$ cat config.mk
export PLATFORM = sky130hd
export DESIGN_NAME = quad_stim_gen
export DESIGN_NICKNAME = d
export VERILOG_FILES = /design/src/rtl/quad_stim_gen.sv
export SDC_FILE = /design/constraint.sdc
export NUM_CORES = 1
export LEC_CHECK = 0
export CORE_AREA = 2 2 62 122
export DETAILED_ROUTE_END_ITERATION = 6
export DIE_AREA = 0 0 64 124
export SLEW_MARGIN = 0
export SYNTH_ARGS = -nofsm -noshare
export SYNTH_HDL_FRONTEND = slang
export SYNTH_SLANG_ARGS = --single-unit
$ cat constraint.sdc
create_clock -name clk -period 2.48 [get_ports clk]
set_input_delay 0.248 -clock clk [delete_from_list [all_inputs] [get_ports clk]]
set_output_delay 0.248 -clock clk [all_outputs]
set_load 0.02 [all_outputs]
$ cat src/rtl/quad_stim_gen.sv
// Quadrature stimulus generator: turns step commands into A/B edges at a fixed
// rate, with optional deterministic chatter on the line that just changed.
module quad_stim_gen #(
  parameter int STEP_DIV   = 16,
  parameter int CNT_WIDTH  = 8,
  parameter int BOUNCE_LEN = 0
) (
  input  logic                 clk,
  input  logic                 reset,
  input  logic                 cmd_valid,
  output logic                 cmd_ready,
  input  logic                 cmd_dir,
  input  logic [CNT_WIDTH-1:0] cmd_steps,
  input  logic                 abort,
  output logic                 busy,
  output logic                 done,
  output logic                 enc_a,
  output logic                 enc_b,
  output logic [CNT_WIDTH-1:0] position
);

  localparam int DIV_W = $clog2(STEP_DIV);
  localparam int BNC_W = $clog2(STEP_DIV) + 1;
  localparam logic [DIV_W-1:0] DIV_LAST = DIV_W'(STEP_DIV - 1);
  localparam logic [BNC_W-1:0] BNC_LAST = BNC_W'(BOUNCE_LEN - 1);

  typedef enum logic [1:0] {S_IDLE, S_STEP, S_HOLD} state_t;

  state_t               state_q;
  logic [DIV_W-1:0]     div_q;
  logic [CNT_WIDTH-1:0] rem_q;
  logic [CNT_WIDTH-1:0] pos_q;
  logic                 dir_q;
  logic                 a_q, b_q;
  logic                 enc_a_q, enc_b_q;
  logic                 done_q;
  logic [BNC_W-1:0]     bnc_q;
  logic                 bnc_on_a_q;

  // Gray step: going up, A toggles when A==B; going down, A toggles when A!=B.
  logic flip_a_d;
  logic a_d, b_d;
  assign flip_a_d = ((a_q == b_q) == dir_q);
  assign a_d      = a_q ^ flip_a_d;
  assign b_d      = b_q ^ ~flip_a_d;

  always_ff @(posedge clk or posedge reset) begin
    if (reset) begin
      state_q    <= S_IDLE;
      div_q      <= '0;
      rem_q      <= '0;
      pos_q      <= '0;
      dir_q      <= 1'b0;
      a_q        <= 1'b0;
      b_q        <= 1'b0;
      enc_a_q    <= 1'b0;
      enc_b_q    <= 1'b0;
      done_q     <= 1'b0;
      bnc_q      <= '0;
      bnc_on_a_q <= 1'b0;
    end else begin
      done_q <= 1'b0;

      // Chatter runs on its own counter so an abort never cuts it short.
      if (bnc_q != '0) begin
        enc_a_q <= a_q ^ (bnc_on_a_q & bnc_q[0]);
        enc_b_q <= b_q ^ (~bnc_on_a_q & bnc_q[0]);
        bnc_q   <= (bnc_q == BNC_LAST) ? '0 : bnc_q + BNC_W'(1);
      end else begin
        enc_a_q <= a_q;
        enc_b_q <= b_q;
      end

      case (state_q)
        S_IDLE: begin
          if (cmd_valid) begin
            dir_q <= cmd_dir;
            rem_q <= cmd_steps;
            // The accept edge counts as the first divider tick.
            div_q <= DIV_W'(1);
            if (cmd_steps == '0) begin
              done_q <= 1'b1;
            end else begin
              state_q <= S_STEP;
            end
          end
        end
        S_STEP: begin
          if (div_q == DIV_LAST) begin
            a_q        <= a_d;
            b_q        <= b_d;
            enc_a_q    <= a_d;
            enc_b_q    <= b_d;
            bnc_on_a_q <= flip_a_d;
            bnc_q      <= (BOUNCE_LEN > 1) ? BNC_W'(1) : '0;
            pos_q      <= dir_q ? pos_q + CNT_WIDTH'(1) : pos_q - CNT_WIDTH'(1);
            rem_q      <= rem_q - CNT_WIDTH'(1);
            div_q      <= '0;
            if (rem_q == CNT_WIDTH'(1) || abort) begin
              state_q <= S_HOLD;
            end
          end else if (abort) begin
            state_q <= S_HOLD;
            div_q   <= DIV_W'(1);
          end else begin
            div_q <= div_q + DIV_W'(1);
          end
        end
        S_HOLD: begin
          if (div_q == DIV_LAST) begin
            state_q <= S_IDLE;
            done_q  <= 1'b1;
            div_q   <= '0;
          end else begin
            div_q <= div_q + DIV_W'(1);
          end
        end
        default: state_q <= S_IDLE;
      endcase
    end
  end

  assign cmd_ready = (state_q == S_IDLE);
  assign busy      = (state_q != S_IDLE);
  assign done      = done_q;
  assign enc_a     = enc_a_q;
  assign enc_b     = enc_b_q;
  assign position  = pos_q;

endmodule
### Word level (Yosys, flattened, before mapping)

Index checks and enable logic that the tools add are counted.

| cells by class | value |
|---|---|
| $add $sub $neg | 5 |
| equality and inequality tests | 13 |
| mux-type cells | 30 |
| bitwise gates (word level) | 8 |
| reductions and logical operators | 12 |

Operators by type and width:

| kind | count |
|---|---|
| 8-bit two-way mux | 3 |
| 5-bit two-way mux | 4 |
| 4-bit two-way mux | 4 |
| 8-bit case mux with 2 select lines | 1 |
| 8-bit by 1-bit subtractor with 8-bit output (second input constant) | 2 |
| 2-bit two-way mux | 6 |
| 4-bit case mux with 3 select lines | 1 |
| 1-bit two-way mux | 9 |
| 8-bit by 1-bit adder with 8-bit output (second input constant) | 1 |
| 8-bit by 1-bit equality test with 1-bit output (second input constant) | 1 |
| 8-bit logical NOT | 1 |
| 2-bit != test (second input constant) | 4 |
| 3-bit != test (second input constant) | 2 |
| 2-bit case mux with 3 select lines | 1 |
| 2-bit AND reduction | 3 |
| 5-bit by 1-bit adder with 5-bit output (second input constant) | 1 |
| 5-bit equality test (second input constant) | 1 |
| 5-bit AND reduction | 1 |
| 5-bit nonzero test | 1 |
| 4-bit by 1-bit adder with 4-bit output (second input constant) | 1 |
| 4-bit equality test (second input constant) | 1 |
| 2-bit nonzero test | 2 |
| 1-bit XOR | 4 |
| 3-bit AND reduction | 1 |
| other kinds (9) | 12 |

| storage, ports and cells | value |
|---|---|
| bits in registers | 34 |
| word-level logic and storage cells | 80 |

### Longest topological paths before layout

Gate-level depths: netlist (run 1).

| logic depth | value |
|---|---|
| word-level depth | 6 |
| gate-level depth with buffers | 8 |

### Worst setup path before layout (run 1)

No wires, ideal clock.

| timing path | value |
|---|---|
| path kind | reg-to-reg |
| start | register dir_q |
| end | register pos_q[7], in the netlist position[7] |
| library setup time | 79 ps |
| data arrival time | 1824 ps |
| data required time | 2401 ps |
| setup slack | 577 ps |
| cell stages (with the launch flop) | 8 |
| period minus slack after synthesis | 1903 ps |
| cells stage by stage | dfrtp_1 > inv_1 > ha_1 > a21oi_1 > o21ai_0 > or3_1 > a21oi_1 > xor2_1 |

| on the way | value |
|---|---|
| word-level cells in the longest chain between the ends | 1 |

RTL lines:

| what | RTL line | text |
|---|---|---|
| start, declared | 33 | `logic dir_q;` |
| start signal, assigned | 77 | `dir_q <= cmd_dir;` |
| 8-bit two-way mux | 96 | `pos_q <= dir_q ? pos_q + CNT_WIDTH'(1) : pos_q - CNT_WIDTH'(1);` |
| end signal, assigned | 96 |  |
| end, declared | 32 | `logic [CNT_WIDTH-1:0] pos_q;` |

No other way between the ends.
A chain may end at the register's enable or synchronous reset.

### Final worst setup path (run 1)

Same ends and word-level chain as after synthesis.

==> metrics.csv, run 1 <==
metric,value,unit
Synth Instances,217,
share of layout cells above drive strength 1,0.0806,
endpoints failing setup,0,
hold_ws,0.375,ns
overall power,2.48,mW
# IOs,26,
die area,0.00794,mm²
Slew HR,0.690,
DP Wirelength,3.38,mm
sequence of cells on the critical path,inv_1 > ha_1 > a21oi_1 > o21ai_0 > or3_1 > a21oi_1 > xor2_1,
"Hold Vio Cnt, Final",0,
Overflow after GRT,0,
Layout area overhead,25.4,%
post-synthesis mux area share,0.0307,
Worst Setup Start Kind,flip-flop,
Adder-Cell Fraction of Synth Area,0.108,
cell accounting for the most synthesized area,dfrtp_1,
slowest CP cell,dfrtp_1,
Initial Util,0.293,
"FFs w/ async S/R, synth",1.00,
Detail Route Antenna Nets,0,
clock slew seen by the registers of the worst setup and hold paths,0.06,ns
setup tns final,0,ns
"Cell Count, Final, Fillers Out",338,
largest family of logic cells by synthesized area,compound AO/OA/AOI/OAI gates,
"Seq/Total Area, Yosys",0.418,
first-pass GRT wire length,7.76,mm
routability cong.,0.818,
RSZ-0062 raised after global routing,no,
Die Y-Extent,124,µm
vias per cell,4.99,
Clock Latency Late Sink,0.28,ns
n_diodes,0,
post-CTS sizing,0,
CP Class,flip-flop to flip-flop,
Core Box Area,0.00694,mm²
maxcap violations,0,
post-route clock period utilization,0.849,
Synth top area share,0.418,
H-tree depth,2,
Cell variety after synth,38,
nets@finish,277,
CTS tree,yes,
Clock Skew,0.00823,ns
root buffer cell,clkbuf_16,
most numerous cell in the Yosys netlist,dfrtp_1,
Worst IR Drop VDD,0.302,mV
vias in the first global route,1752,
CTS Hold Buffers Added,0,
clock buffer depth,2,
largest net degree at the start of global routing,35,
leakage dissipation,1.15,nW
Main synth FF type,dfrtp_1,
Post-synth EDFFs,0,
CP endpoint kind,flip-flop,
total routing usage reported by global routing,0.128,
Max Freq,475,MHz
fin crit period,2.10,ns
Synth Cell Area,0.00204,mm²
Syn. warnings,0,
outcome,completed,
worst path required time,2.69,ns
initial antenna violation count,0,
Compound-Gate Fraction of Synth Area,0.176,
crit path DAT,2.32,ns
DR vias,1685,
CTS Buf Count,5,
Final Max Slew Viols,0,
Crit Path Max Fanout,7,
Post-Route WL,4.55,mm
Sink Count,34,
Pre-antenna DRT Iters,4,
Reg2Reg Setup Slack,0.38,ns
Die W,64,µm
Post-synth top cells,"34 x dfrtp_1, 26 x o21ai_0, 23 x a21oi_1",
Least-Margin Pin Slew,0.465,ns
Syn Area/Cell,9.38,µm²
"slowest stage delay, CP",0.44,ns
Synth Register Bits,34,
Port Buffer Count,25,
"CP delay by family, top",compound AO/OA/AOI/OAI gates,
CP bufs+invs,1,
1st-iter DRT viols,83,
Post-CTS Setup Inserts,0,
most area-consuming cells after synthesis,"dfrtp_1 42%, ha_1 9.8%, o21ai_0 6.4%",
hold crit path type,input port to asynchronous set/reset pin,
simple-gate share of the synthesized area,0.168,
Crit path top cell by count,a21oi_1,
# DRC,0,
pwr dens,973,mW/mm²
Post-Synth XOR/XNOR Area,0.0602,
# rows,43,
Wirelength per Cell,13.4,µm
placed cell count,330,
syn_nets,247,
==> kinds of logic (layout without fill, tap and decap cells) <==
logic type / after synthesis / count (layout)
DFF: 34 / 34
xor gates and xnor gates: 14 / 14
and+or+nand+nor: 62 / 62
AOI/OAI and AO/OA: 64 / 64
buffers and inverters: 20 / 51
muxes: 6 / 6
adders and majority gates: 17 / 17
==> cell usage in the layout (no fill, tap or decap), drive strengths merged, types with 2 or more instances in the layout <==
cell type       n
nand3b          2
nor2            7
clkbuf          6
o31ai           2
nand3           7
nor4            3
xnor2           9
mux2i           4
nand2          21
buf             4
or3             3
a21oi          23
a21o            2
o21ai          26
and3            4
mux2            2
nand2b          3
clkdlybuf4s50  25
nor3            5
inv            14
ha             16
xor2            5
dfrtp          34
o22ai           5
==> layout make-up <==
type,count,area [µm²]
Fill cell,690,4390
Sequential cell,34,851
Tap cell,90,113
Clock inverter,2,12.5
Multi-Input combinational cell,163,1100
Clock buffer,6,139
Inverter,14,52.6
Timing Repair Buffer,29,280
==> power breakdown <==
group,total (mW),switching [mW],leakage (nW),internal (mW)
Combinational,1.04,0.588,0.622,0.454
Clock,0.640,0.243,0.0729,0.397
Sequential,0.799,0.133,0.450,0.666
Total,2.48,0.964,1.15,1.52
==> worst reg2reg max path, delay by kind of cell (launching register included) <==
family	cells	cell delay [ns]
simple gates	1	0.35
fa+ha+maj	1	0.33
compound gates	3	0.53
xor+xnor	1	0.15
buf+inv	1	0.23
flops	1	0.44
==> metrics by stage <==
stage | utilization | cell area (µm²) | worst slack (ns)
final | 0.368 | 2550 | 0.375
after detailed placement | 0.346 | 2400 | 0.389
after floorplan | - | 2040 | 0.577
after CTS | 0.368 | 2550 | 0.366
after global routing | 0.368 | 2550 | 0.198
after global placement | 0.346 | 2400 | 0.462
==> worst paths after layout <==
path | startpoint | end | cells after the start
worst max-delay path | dir_q$_DFFE_PP0P_ | position[7]$_DFFE_PP0P_ | 7
worst min-delay path | reset | rem_q[6]$_DFFE_PP0P_ | 3
worst max register to register | dir_q$_DFFE_PP0P_ | position[7]$_DFFE_PP0P_ | 7
worst min register to register | position[7]$_DFFE_PP0P_ | position[7]$_DFFE_PP0P_ | 1
max in group asynchronous | reset | div_q[1]$_DFFE_PP0P_ | 3
min in group clk | position[7]$_DFFE_PP0P_ | position[7]$_DFFE_PP0P_ | 1
==> state kept, by name (all words and copies together), names as in the netlist <==
| name | cells |
|---|---|
| a_q | 1 |
| b_q | 1 |
| bnc_on_a_q | 1 |
| bnc_q | 5 |
| dir_q | 1 |
| div_q | 4 |
| done | 1 |
| enc_a | 1 |
| enc_b | 1 |
| position | 8 |
| rem_q | 8 |
| state_q | 2 |
==> layer usage <==
| metal | up-vias | routed length (µm) | track usage |
|---|---|---|---|
| li1 | 828 | - | - |
| met5 | - | 0 | 0 |
| met4 | 0 | 195 | 0.0897 |
| met2 | 34 | 2500 | 0.234 |
| met3 | 16 | 154 | 0.0271 |
| met1 | 807 | 1690 | 0.126 |
No activity file was read; power rests on OpenSTA's default activity.
==> inputs of run 2 (changes only) <==
Clock period 2.48 ns to 2.2 ns, I/O delays scaled along.
==> run 2 against run 1 <==
Clock skew decreased by 0.0043 ns; non-clock buffer count grew 2; largest cell class unchanged; clock power grew 5.5%; register-to-register slack worse by 0.07 ns; sequential power up 12%; cell area fell by 0.15%; flip-flop and latch count unchanged; cell count grew 0.30%; combinational power rose by 15%.
==> metrics.csv, run 2 (synthesized netlist as in run 1, its figures left out) <==
metric,value,unit
clock slew seen by the registers of the worst setup and hold paths,0.05,ns
CTS Hold Buffers Added,0,
Die Y-Extent,124,µm
Overflow after GRT,0,
Crit Path Max Fanout,7,
crit path DAT,1.77,ns
vias in the first global route,1734,
Core Box Area,0.00694,mm²
die area,0.00794,mm²
# IOs,26,
# DRC,0,
leakage dissipation,1.15,nW
placed cell count,332,
Worst IR Drop VDD,0.492,mV
Clock Latency Late Sink,0.28,ns
Max Freq,504,MHz
pwr dens,1080,mW/mm²
Wirelength per Cell,13.2,µm
DR vias,1684,
Final Max Slew Viols,0,
"CP delay by family, top",buffers and inverters,
clock buffer depth,2,
1st-iter DRT viols,46,
share of layout cells above drive strength 1,0.0803,
DP Wirelength,3.36,mm
n_diodes,0,
sequence of cells on the critical path,inv_1 > ha_1 > inv_1 > clkdlybuf4s50_1,
Clock Skew,0.00390,ns
H-tree depth,2,
Sink Count,34,
first-pass GRT wire length,7.61,mm
Pre-antenna DRT Iters,4,
"commonest non-fill, non-tap cell in the layout",dfrtp_1,
CP Class,flip-flop to output pin,
CP endpoint kind,output pin,
area of the multi-input gates,0.00110,mm²
Sequential Area,851,µm²
largest net degree at the start of global routing,35,
Crit path top cell by count,inv_1,
vias per cell,4.97,
total routing usage reported by global routing,0.127,
Port Buffer Count,25,
hold_ws,0.341,ns
Post-Route WL,4.46,mm
RSZ-0062 raised after global routing,no,
endpoints failing setup,0,
Final WS setup,0.214,ns
routability cong.,0.869,
worst path required time,1.98,ns
CTS Buf Count,5,
setup tns final,0,ns
initial antenna violation count,0,
CP bufs+invs,3,
Layout area overhead,25.2,%
slowest CP cell,clkdlybuf4s50_1,
Post-CTS Setup Inserts,0,
"Hold Vio Cnt, Final",0,
outcome,completed,
maxcap violations,0,
hold crit path type,input port to asynchronous set/reset pin,
nets@finish,279,
CTS tree,yes,
Least-Margin Pin Slew,0.444,ns
Slew HR,0.704,
post-route clock period utilization,0.903,
Worst Setup Start Kind,flip-flop,
overall power,2.76,mW
Place WS,0.227,ns
"slowest stage delay, CP",0.61,ns
"Cell Count, Final, Fillers Out",339,
root buffer cell,clkbuf_16,
fillers,711,
# rows,43,
Die W,64,µm
Detail Route Antenna Nets,0,
Initial Util,0.293,
fin crit period,1.99,ns
most frequent cells in the layout,"34 x dfrtp_1, 26 x o21ai_0, 25 x clkdlybuf4s50_1",
## run 2: changes by cell type in the layout (fill, tap and decap cells not counted)
cell / previous run / this run
inv_2: 0 / 1
buf_4: 4 / 6
inv_1: 14 / 13
clkinvlp_4: 1 / 0
clkbuf_8: 1 / 0
clkinv_2: 1 / 0
clkbuf_1: 0 / 2
## run 2: area by class of cell
cell class / instances / share of cell area
tap: 90 / 0.0442
timing repair buffer: 31 / 0.116
sequential: 34 / 0.334
inverter: 14 / 0.0206
multi-input combinational: 163 / 0.433
clock buffer: 7 / 0.0520
## run 2: repair_timing
action,4_1_cts,5_1_grt
setup endpoints to repair,0,1
gates resized for setup,0,1
hold endpoints to repair,0,0
## run 2: metrics by stage
step | cell area [µm²] | utilization
finish | 2550 | 0.367
global route | 2550 | 0.367
CTS | 2550 | 0.367
detailed placement | 2420 | 0.348
global placement | 2420 | 0.348
floorplan | 2040 | -
## run 2: metal layers
metal / wire (µm) / GRT usage / vias up
met2: 2510 / 0.226 / 36
met5: 0 / 0 / -
met3: 165 / 0.0307 / 12
li1: - / - / 833
met1: 1610 / 0.124 / 803
met4: 175 / 0.0978 / 0
## run 2: final timing paths
kind	startpoint	endpoint	slack, ns	cells past startpoint
min	reset	bnc_q[2]$_DFF_PP0_	0.34	3
min in group clk	position[7]$_DFFE_PP0P_	position[7]$_DFFE_PP0P_	0.48	1
max	state_q[0]$_DFFE_PP0P_	busy	0.21	4
max in group asynchronous	reset	position[3]$_DFFE_PP0P_	1.54	3
min reg2reg	position[7]$_DFFE_PP0P_	position[7]$_DFFE_PP0P_	0.48	1
max reg2reg	dir_q$_DFFE_PP0P_	position[7]$_DFFE_PP0P_	0.31	7
## run 2: worst min-delay path, stage by stage
cell             delay (ns)
clkdlybuf4s50_1        0.40
inv_1                  0.05
buf_4                  0.39
## run 2: power by group
part / switching (mW) / internal, mW
logic: 0.663 / 0.534
clock network: 0.261 / 0.414
registers: 0.141 / 0.751
==> inputs of run 3 (changes only) <==
Settings changed: SETUP_SLACK_MARGIN from default to 0.1.
==> run 3 against run 2 <==
Die area did not move; cell count unchanged; clock skew about the same; non-clock buffer count unchanged; cell area increased by 0.25%; critical path depth shrank 1; clock power about the same; combinational power hardly changed; flip-flop and latch count unchanged; sequential share of layout area is 0.082 points lower; highest routed layer unchanged.
==> metrics.csv, run 3 (synthesized netlist as in run 1, its figures left out) <==
metric,value,unit
outcome,completed,
CP endpoint kind,output pin,
"Hold Vio Cnt, Final",0,
most frequent cells in the layout,"34 x dfrtp_1, 26 x o21ai_0, 24 x clkdlybuf4s50_1",
# rows,43,
Overflow after GRT,0,
Max Freq,506,MHz
Post-Route WL,4.44,mm
DP Wirelength,3.36,mm
Initial Util,0.293,
worst path required time,1.98,ns
overall power,2.76,mW
switching share of power,0.386,
post-route clock period utilization,0.899,
Pint,1.70,mW
clock share of power,0.245,
part of the power in registers,0.323,
Detail Route Antenna Nets,0,
Die Y-Extent,124,µm
Sink Count,34,
CP bufs+invs,2,
root buffer cell,clkbuf_16,
combinational power share,0.432,
leakage dissipation,1.16,nW
Slew HR,0.704,
"CP delay by family, top",buffers and inverters,
clock slew seen by the registers of the worst setup and hold paths,0.05,ns
Final Max Slew Viols,0,
Core Box Area,0.00694,mm²
Die W,64,µm
vias per cell,4.97,
Clock Latency Late Sink,0.28,ns
slowest CP cell,clkdlybuf4s50_1,
Reg2Reg Setup Slack,0.34,ns
endpoints failing setup,0,
# DRC,0,
Crit Path Max Fanout,7,
pwr dens,1080,mW/mm²
clock buffer depth,2,
crit path DAT,1.76,ns
setup tns final,0,ns
Crit path depth,3,
RSZ-0062 raised after global routing,no,
Worst Setup Start Kind,flip-flop,
largest net degree at the start of global routing,35,
Port Buffer Count,25,
CTS tree,yes,
routability cong.,0.869,
"slowest stage delay, CP",0.65,ns
Least-Margin Pin Slew,0.444,ns
sequence of cells on the critical path,inv_1 > ha_1 > clkdlybuf4s50_1,
initial antenna violation count,0,
maxcap violations,0,
Wirelength per Cell,13.1,µm
vias in the first global route,1734,
Worst IR Drop VDD,0.494,mV
"commonest non-fill, non-tap cell in the layout",dfrtp_1,
total routing usage reported by global routing,0.127,
CTS Hold Buffers Added,0,
Clock Skew,0.00362,ns
share of layout cells above drive strength 1,0.0843,
H-tree depth,2,
DR vias,1684,
1st-iter DRT viols,53,
first-pass GRT wire length,7.61,mm
die area,0.00794,mm²
CTS Buf Count,5,
n_diodes,0,
worst reg2reg endpoint,position[7]$_DFFE_PP0P_,
net switching power,1.07,mW
fin crit period,1.98,ns
CP Class,flip-flop to output pin,
RR Startpoint,dir_q$_DFFE_PP0P_,
Layout area overhead,25.5,%
Pre-antenna DRT Iters,4,
fillers,709,
cell depth of the worst flop-to-flop path,7,
nets@finish,279,
# IOs,26,
hold crit path type,input port to asynchronous set/reset pin,
run 3: cell types whose count changed in the layout (fill, tap and decap cells not counted):
cell	before	now
a21oi_2	0	1
clkdlybuf4s50_1	25	24
a21oi_1	23	22
dlymetal6s2s_1	0	1
run 3: how the worst max path moves through the flow:
stage                              end  slack [ns]                   start
6_report                     cmd_ready        0.22  state_q[0]$_DFFE_PP0P_
5_1_grt        position[7]$_DFFE_PP0P_        0.10       dir_q$_DFFE_PP0P_
2_1_floorplan  position[7]$_DFFE_PP0P_        0.30       dir_q$_DFFE_PP0P_
3_5_place_dp   position[7]$_DFFE_PP0P_        0.23       dir_q$_DFFE_PP0P_
4_1_cts                      cmd_ready        0.20  state_q[1]$_DFFE_PP0P_
3_3_place_gp   position[7]$_DFFE_PP0P_        0.27       dir_q$_DFFE_PP0P_
run 3: area by class of cell:
| type | count | area, µm² | share of cell area |
|---|---|---|---|
| clock buffer | 7 | 133 | 0.0519 |
| inverter | 14 | 52.6 | 0.0206 |
| multi-input combinational | 163 | 1110 | 0.434 |
| sequential | 34 | 851 | 0.333 |
| tap | 90 | 113 | 0.0441 |
| timing repair buffer | 31 | 298 | 0.117 |
run 3: per-stage QoR:
step                hold slack (ns)  setup WS, ns  cells  utilization  instance area [µm²]
floorplan                     0.362         0.297    217            -                 2040
global placement              0.490         0.268    332        0.348                 2420
detailed placement            0.483         0.227    332        0.348                 2420
CTS                           0.368         0.197    339        0.367                 2550
global route                  0.429         0.105    339        0.368                 2550
finish                        0.341         0.223    339        0.368                 2550
run 3: layer usage:
metal  up-vias  share of wire  wire length [µm]  GRT usage
met5         -              0                 0          0
met4         0          0.039               175     0.0978
met3        12          0.035               156     0.0307
met2        34           0.56              2500      0.226
met1       804           0.36              1610      0.124
li1        834              -                 -          -
run 3: what timing repair did:
action | in CTS | in global routing
gates resized for setup | 0 | 3
buffers inserted | 0 | 0
setup endpoints to repair | 0 | 2
run 3: power by group through the flow:
stage / clock network (mW) / registers, mW / logic [mW]
2_1_floorplan: 0 / 0.873 / 0.889
3_3_place_gp: 0 / 0.892 / 1.19
3_5_place_dp: 0 / 0.899 / 1.21
4_1_cts: 0.697 / 0.889 / 1.21
5_1_grt: 0.722 / 0.915 / 1.36
6_report: 0.676 / 0.893 / 1.19
run 3: worst reg2reg max path: cells and delay by family, from the launching register on:
family	cells	cell delay [ns]
AO/OA/AOI/OAI	2	0.45
XOR/XNOR	1	0.15
adder cells (fa/ha/maj)	1	0.27
buffers and inverters	1	0.13
flip-flops	1	0.38
AND/OR/NAND/NOR	2	0.41
